==> src/rtl/gigerx_rdq_arbiter_pkg.sv <==
// rtl/gigerx_rdq_arbiter_pkg.sv - shared state encoding and defaults for the read-queue arbiter
package gigerx_rdq_arbiter_pkg;

    typedef enum logic [1:0] {
        ST_IDLE  = 2'd0,
        ST_BURST = 2'd1,
        ST_DRAIN = 2'd2
    } state_t;

    localparam int BURST_DEFAULT = 8;

endpackage

==> src/rtl/gigerx_skid2.sv <==
// rtl/gigerx_skid2.sv - two-entry skid FIFO holding read data between queue and consumer
module gigerx_skid2 #(
    parameter int WIDTH = 65
) (
    input  logic             clk,
    input  logic             reset_,
    input  logic             push,
    input  logic [WIDTH-1:0] push_data,
    input  logic             pop,
    output logic             out_valid,
    output logic [WIDTH-1:0] out_data,
    output logic [1:0]       count
);

    logic [WIDTH-1:0] mem0, mem1;
    logic             rd_ptr, wr_ptr;
    logic             pop_eff;

    assign out_valid = (count != 2'd0);
    assign pop_eff   = pop & out_valid;
    // Head entry is never rewritten while occupied, so out_data holds during stalls.
    assign out_data  = rd_ptr ? mem1 : mem0;

    always_ff @(posedge clk) begin
        if (!reset_) begin
            mem0   <= '0;
            mem1   <= '0;
            rd_ptr <= 1'b0;
            wr_ptr <= 1'b0;
            count  <= 2'd0;
        end else begin
            if (push) begin
                if (wr_ptr) mem1 <= push_data;
                else        mem0 <= push_data;
                wr_ptr <= ~wr_ptr;
            end
            if (pop_eff) rd_ptr <= ~rd_ptr;
            count <= count + {1'b0, push} - {1'b0, pop_eff};
        end
    end

endmodule

==> src/rtl/gigerx_rdq_arbiter.sv <==
// rtl/gigerx_rdq_arbiter.sv - round-robin burst arbiter merging two read queues into one stream
module gigerx_rdq_arbiter
    import gigerx_rdq_arbiter_pkg::*;
#(
    parameter int WIDTH = 64,
    parameter int PTR   = 8,
    parameter int BURST = BURST_DEFAULT
) (
    input  logic             clk,
    input  logic             reset_,
    input  logic             enable,
    input  logic             q0_empty,
    input  logic             q1_empty,
    input  logic [PTR:0]     q0_usedw,
    input  logic [PTR:0]     q1_usedw,
    output logic             q0_rdreq,
    output logic             q1_rdreq,
    input  logic [WIDTH-1:0] q0_data,
    input  logic [WIDTH-1:0] q1_data,
    output logic             out_valid,
    input  logic             out_ready,
    output logic [WIDTH-1:0] out_data,
    output logic             out_src,
    output logic             busy
);

    localparam int CW = $clog2(BURST + 1);

    state_t          state, state_nx;
    logic            rr, rr_nx;
    logic            gsel, gsel_nx;
    logic [CW-1:0]   cnt, cnt_nx;
    logic            inflight, inflight_src;
    logic [1:0]      skid_cnt;
    logic [2:0]      occ;
    logic            pop, room, rd, g_empty;
    logic [WIDTH:0]  skid_q;
    logic            unused_usedw;

    assign unused_usedw = ^{q0_usedw, q1_usedw};

    assign pop     = out_valid & out_ready;
    assign g_empty = gsel ? q1_empty : q0_empty;
    // Words buffered plus the one in flight must leave space after this cycle's pop.
    assign occ     = {1'b0, skid_cnt} + {2'b0, inflight};
    assign room    = occ < (3'd2 + {2'b0, pop});
    assign rd      = (state == ST_BURST) && !g_empty && room;

    assign q0_rdreq = rd & ~gsel;
    assign q1_rdreq = rd &  gsel;
    assign busy     = (state != ST_IDLE);

    always_comb begin
        state_nx = state;
        rr_nx    = rr;
        gsel_nx  = gsel;
        cnt_nx   = cnt;
        case (state)
            ST_IDLE: begin
                if (enable && (!q0_empty || !q1_empty)) begin
                    gsel_nx  = !q1_empty && (q0_empty || rr);
                    rr_nx    = ~gsel_nx;
                    cnt_nx   = '0;
                    state_nx = ST_BURST;
                end
            end
            ST_BURST: begin
                if (rd) cnt_nx = cnt + CW'(1);
                if ((rd && cnt == CW'(BURST - 1)) || (g_empty && cnt != '0))
                    state_nx = ST_DRAIN;
            end
            ST_DRAIN: begin
                if (!inflight) state_nx = ST_IDLE;
            end
            default: state_nx = ST_IDLE;
        endcase
    end

    always_ff @(posedge clk) begin
        if (!reset_) begin
            state        <= ST_IDLE;
            rr           <= 1'b0;
            gsel         <= 1'b0;
            cnt          <= '0;
            inflight     <= 1'b0;
            inflight_src <= 1'b0;
        end else begin
            state        <= state_nx;
            rr           <= rr_nx;
            gsel         <= gsel_nx;
            cnt          <= cnt_nx;
            inflight     <= rd;
            inflight_src <= gsel;
        end
    end

    gigerx_skid2 #(.WIDTH(WIDTH + 1)) u_skid (
        .clk       (clk),
        .reset_    (reset_),
        .push      (inflight),
        .push_data ({inflight_src, inflight_src ? q1_data : q0_data}),
        .pop       (out_ready),
        .out_valid (out_valid),
        .out_data  (skid_q),
        .count     (skid_cnt)
    );

    assign out_data = skid_q[WIDTH-1:0];
    assign out_src  = skid_q[WIDTH];

endmodule
==> config.mk <==
export PLATFORM = sky130hd
export DESIGN_NAME = gigerx_rdq_arbiter
export DESIGN_NICKNAME = d
export VERILOG_FILES = /design/src/rtl/gigerx_rdq_arbiter_pkg.sv /design/src/rtl/gigerx_skid2.sv /design/src/rtl/gigerx_rdq_arbiter.sv
export SDC_FILE = /design/constraint.sdc
export NUM_CORES = 1
export LEC_CHECK = 0
export CORE_UTILIZATION = 49
export DETAILED_ROUTE_END_ITERATION = 10
export HOLD_SLACK_MARGIN = 0.05
export PLACE_DENSITY = 0.88
export SLEW_MARGIN = 20
export SYNTH_ARGS = -nofsm -noshare
export SYNTH_HDL_FRONTEND = slang
export SYNTH_SLANG_ARGS = --single-unit
==> constraint.sdc <==
create_clock -name clk -period 6.33 [get_ports clk]
set_clock_uncertainty 0.2 [all_clocks]
set_input_delay 1.266 -clock clk [delete_from_list [all_inputs] [get_ports clk]]
set_output_delay 1.266 -clock clk [all_outputs]
set_load 0.02 [all_outputs]
==> results by group <==
Worst hold path
  • Hold Path Depth: 2
  • Hold Path Sink: u_skid.mem1[48]
  • Hold_sp: u_skid.mem1[48]
  • Hold crit path type: reg -> reg

CTS
  • Clock slew seen by the registers of the worst setup and hold paths: 0.05 ns
  • Cts hold-fix bufs: 0
  • Skew-Pair Late Insertion Delay: 0.41 ns
  • Inserted Clock Buffers: 17
  • Root buffer cell: clkbuf_16
  • Post-CTS sizing: 0
  • H-tree Lvls: 4
  • Post-CTS Setup Inserts: 0
  • TritonCTS clock tree: done
  • # clock sinks: 144
  • Clk buf depth: 2

Global routing
  • Initial antenna violation count: 0
  • GRT Resource Usage Total: 25.4%
  • Largest net degree at the start of global routing: 77
  • Number of global-route vias before repair: 5686
  • First-pass GRT wire length: 26200 um
  • Grt ovf: 0

Route
  • Vias: 5478
  • DRT antenna net count: 0
  • Number of DRC markers in iteration 0: 315
  • Routed wire length per instance: 16.1 um
  • DR vias/cell: 5.42
  • WL final: 16200 um
  • Drt drc: 0
  • Drt pass-1 iters: 5

STA
  • RSZ-0062 raised after global routing: no
  • Setup violators final: 0
  • Worst slew pin tran: 1.11 ns
  • Fin. Hold Viols: 0
  • Minimum clock period: 4.84 ns
  • Worst setup margin: 1.49 ns
  • Worst rel slew slack: 26.3%
  • Final period util: 76.4%
  • Slew Limit Fails: 0
  • Sum Neg Setup Slack: 0 ns
  • Fmax: 207 MHz

Pwr
  • Pwr dens: 280 mW/mm^2
  • Static Leakage: 3.12 nW
  • Worst VDD drop: 0.000189 V

Synth
  • Post-synthesis sequential area ratio: 46.3%
  • Syn Nets: 814
  • Synth warn: 0
  • Top cells by count, synth: dfxtp_1, nor2_1, nand2_1, o21ai_0
  • Distinct cells, synth: 37
  • Top cells by area, synth: dfxtp_1, mux2_2, mux2i_1
  • Register bit total from synthesis: 144
  • Post-synth EDFFs: 0
  • Avg Cell Area, Syn: 9.48 sq um
  • Synthesized cell area: 0.00622 sq mm
  • Most common cell in the netlist: dfxtp_1
  • Post-synth top area share: 46.3%
  • Ys async rst share: 0%
  • Area leader, netlist: dfxtp_1
  • Top_reg_cell synth: dfxtp_1
  • Cells after synthesis: 656

Cells and area
  • Nets@finish: 989
  • Fraction of layout cells with a size suffix above 1: 12.9%
  • Final design utilization: 72.8%
  • P&R area growth vs syn: 43.0%
  • Reg area: 0.00289 sq mm
  • ANT cells: 0
  • Filler cell count: 904
  • Finished Layout Cells: 1011
  • Multi-input logic area: 0.00313 sq mm

Floorplanning
  • Die X: 115 um
  • Core area: 0.0122 sq mm
  • Die Area: 0.0132 sq mm
  • # IOs: 221
  • Die Y: 115 um
  • Rows: 40
  • Initial core utilization: 50.9%

Setup path
  • Req. time, crit path: 4.86 ns
  • Number of cells on the worst reg-to-reg path: 5
  • Critical path arrival: 3.37 ns
  • Worst r2r src: inflight
  • Critical Path Source Type: primary input
  • Crit Path Max Fanout: 6
  • R2R setup slack: 3.62 ns
  • Reg-to-Reg End: u_skid.mem0[51]
  • CP Class: in -> out
  • Critical Path End Type: primary output
  • Crit path from: q0_empty

Placed design
  • Place WS: 1.53 ns
  • PortBufs: 202
  • Dpl cells: 980
  • RePlAce Congestion: 0.814
  • HPWL after detailed placement: 10900 um

Status
  • Status: completed

Run
  • Total of max-cap violations: 0
## where the power goes
group          switching, mW  total [mW]  internal (mW)
clock                  0.350       0.953          0.603
combinational          0.233       0.517          0.283
sequential            0.0698        1.02          0.952
## state kept, by name, indices dropped and copies added, names as in the netlist
register,cells
state,2
u_skid.rd_ptr,1
inflight_src,1
u_skid.mem0,65
rr,1
gsel,1
inflight,1
u_skid.count,2
u_skid.mem1,65
u_skid.wr_ptr,1
cnt,4
## worst max-delay path, cell delays in order
cell             delay [ns]
clkdlybuf4s50_1        0.45
mux2_4                 0.30
nor3_1                 0.50
and3_2                 0.26
clkdlybuf4s50_1        0.59
## metal layers
metal | vias up | track usage [%] | part of all wire [%]
met2 | 205 | 46.3 | 52
met4 | 0 | 10.6 | 2.2
met5 | - | 0 | 0
li1 | 2669 | - | -
met3 | 37 | 6.14 | 5.9
met1 | 2567 | 28.1 | 40
## how the worst max path moves through the flow
stage                to  cells after the start
2_1_floorplan  q0_rdreq                      4
3_3_place_gp   q1_rdreq                      5
3_5_place_dp   q1_rdreq                      5
4_1_cts        q1_rdreq                      5
5_1_grt        q1_rdreq                      5
6_report       q1_rdreq                      5
## cell usage in the layout (no fill, tap or decap), types with 2 or more instances in the layout
master	synthesis	routed
nand4_1	2	2
o21ai_0	68	68
o21a_1	2	2
a21oi_1	7	6
xor2_1	2	2
inv_1	8	7
nor2_1	71	71
nand3_1	3	2
clkbuf_8	0	4
clkbuf_16	0	18
ha_1	6	6
clkbuf_1	41	5
nor3_1	4	4
buf_4	0	6
or3_1	2	2
a211oi_1	65	65
mux2_2	65	65
or2_2	2	2
a21boi_0	2	2
dfxtp_1	144	142
nand2_1	68	68
clkinv_2	0	2
xnor2_1	2	2
clkdlybuf4s50_1	0	202
mux2i_1	65	65
nor2b_1	3	2
## logic make-up (layout without fill, tap and decap cells)
| logic type | count (synthesis) | in the layout | synth area share (%) |
|---|---|---|---|
| AND/OR/NAND/NOR | 162 | 162 | 10.7 |
| AO/OA/AOI/OAI | 149 | 149 | 15.0 |
| flip-flops | 144 | 144 | 46.3 |
| multiplexers | 131 | 131 | 22.5 |
| buffers and inverters | 60 | 247 | 3.74 |
| adder cells (fa/ha/maj) | 6 | 6 | 1.21 |
| XOR/XNOR | 4 | 4 | 0.563 |
## per-stage QoR
| stage | hold slack, ns | cell area (sq um) | power, mW |
|---|---|---|---|
| finish | 0.248 | 8900 | 2.49 |
| floorplan | 0.220 | 6220 | 1.32 |
| global route | 0.270 | 8900 | 2.59 |
| detailed placement | 0.240 | 8320 | 1.56 |
| global placement | 0.227 | 8320 | 1.54 |
| CTS | 0.253 | 8900 | 2.51 |
## layout make-up
class / instances / share of cell area [%]
multi-input cells: 452 / 35.2
flip-flops and latches: 144 / 32.5
repair buffers: 208 / 23.2
clock buffers: 27 / 5.89
well taps: 168 / 2.36
clock inverters: 4 / 0.534
inverters: 8 / 0.338
(Power assumes the default switching activity.)
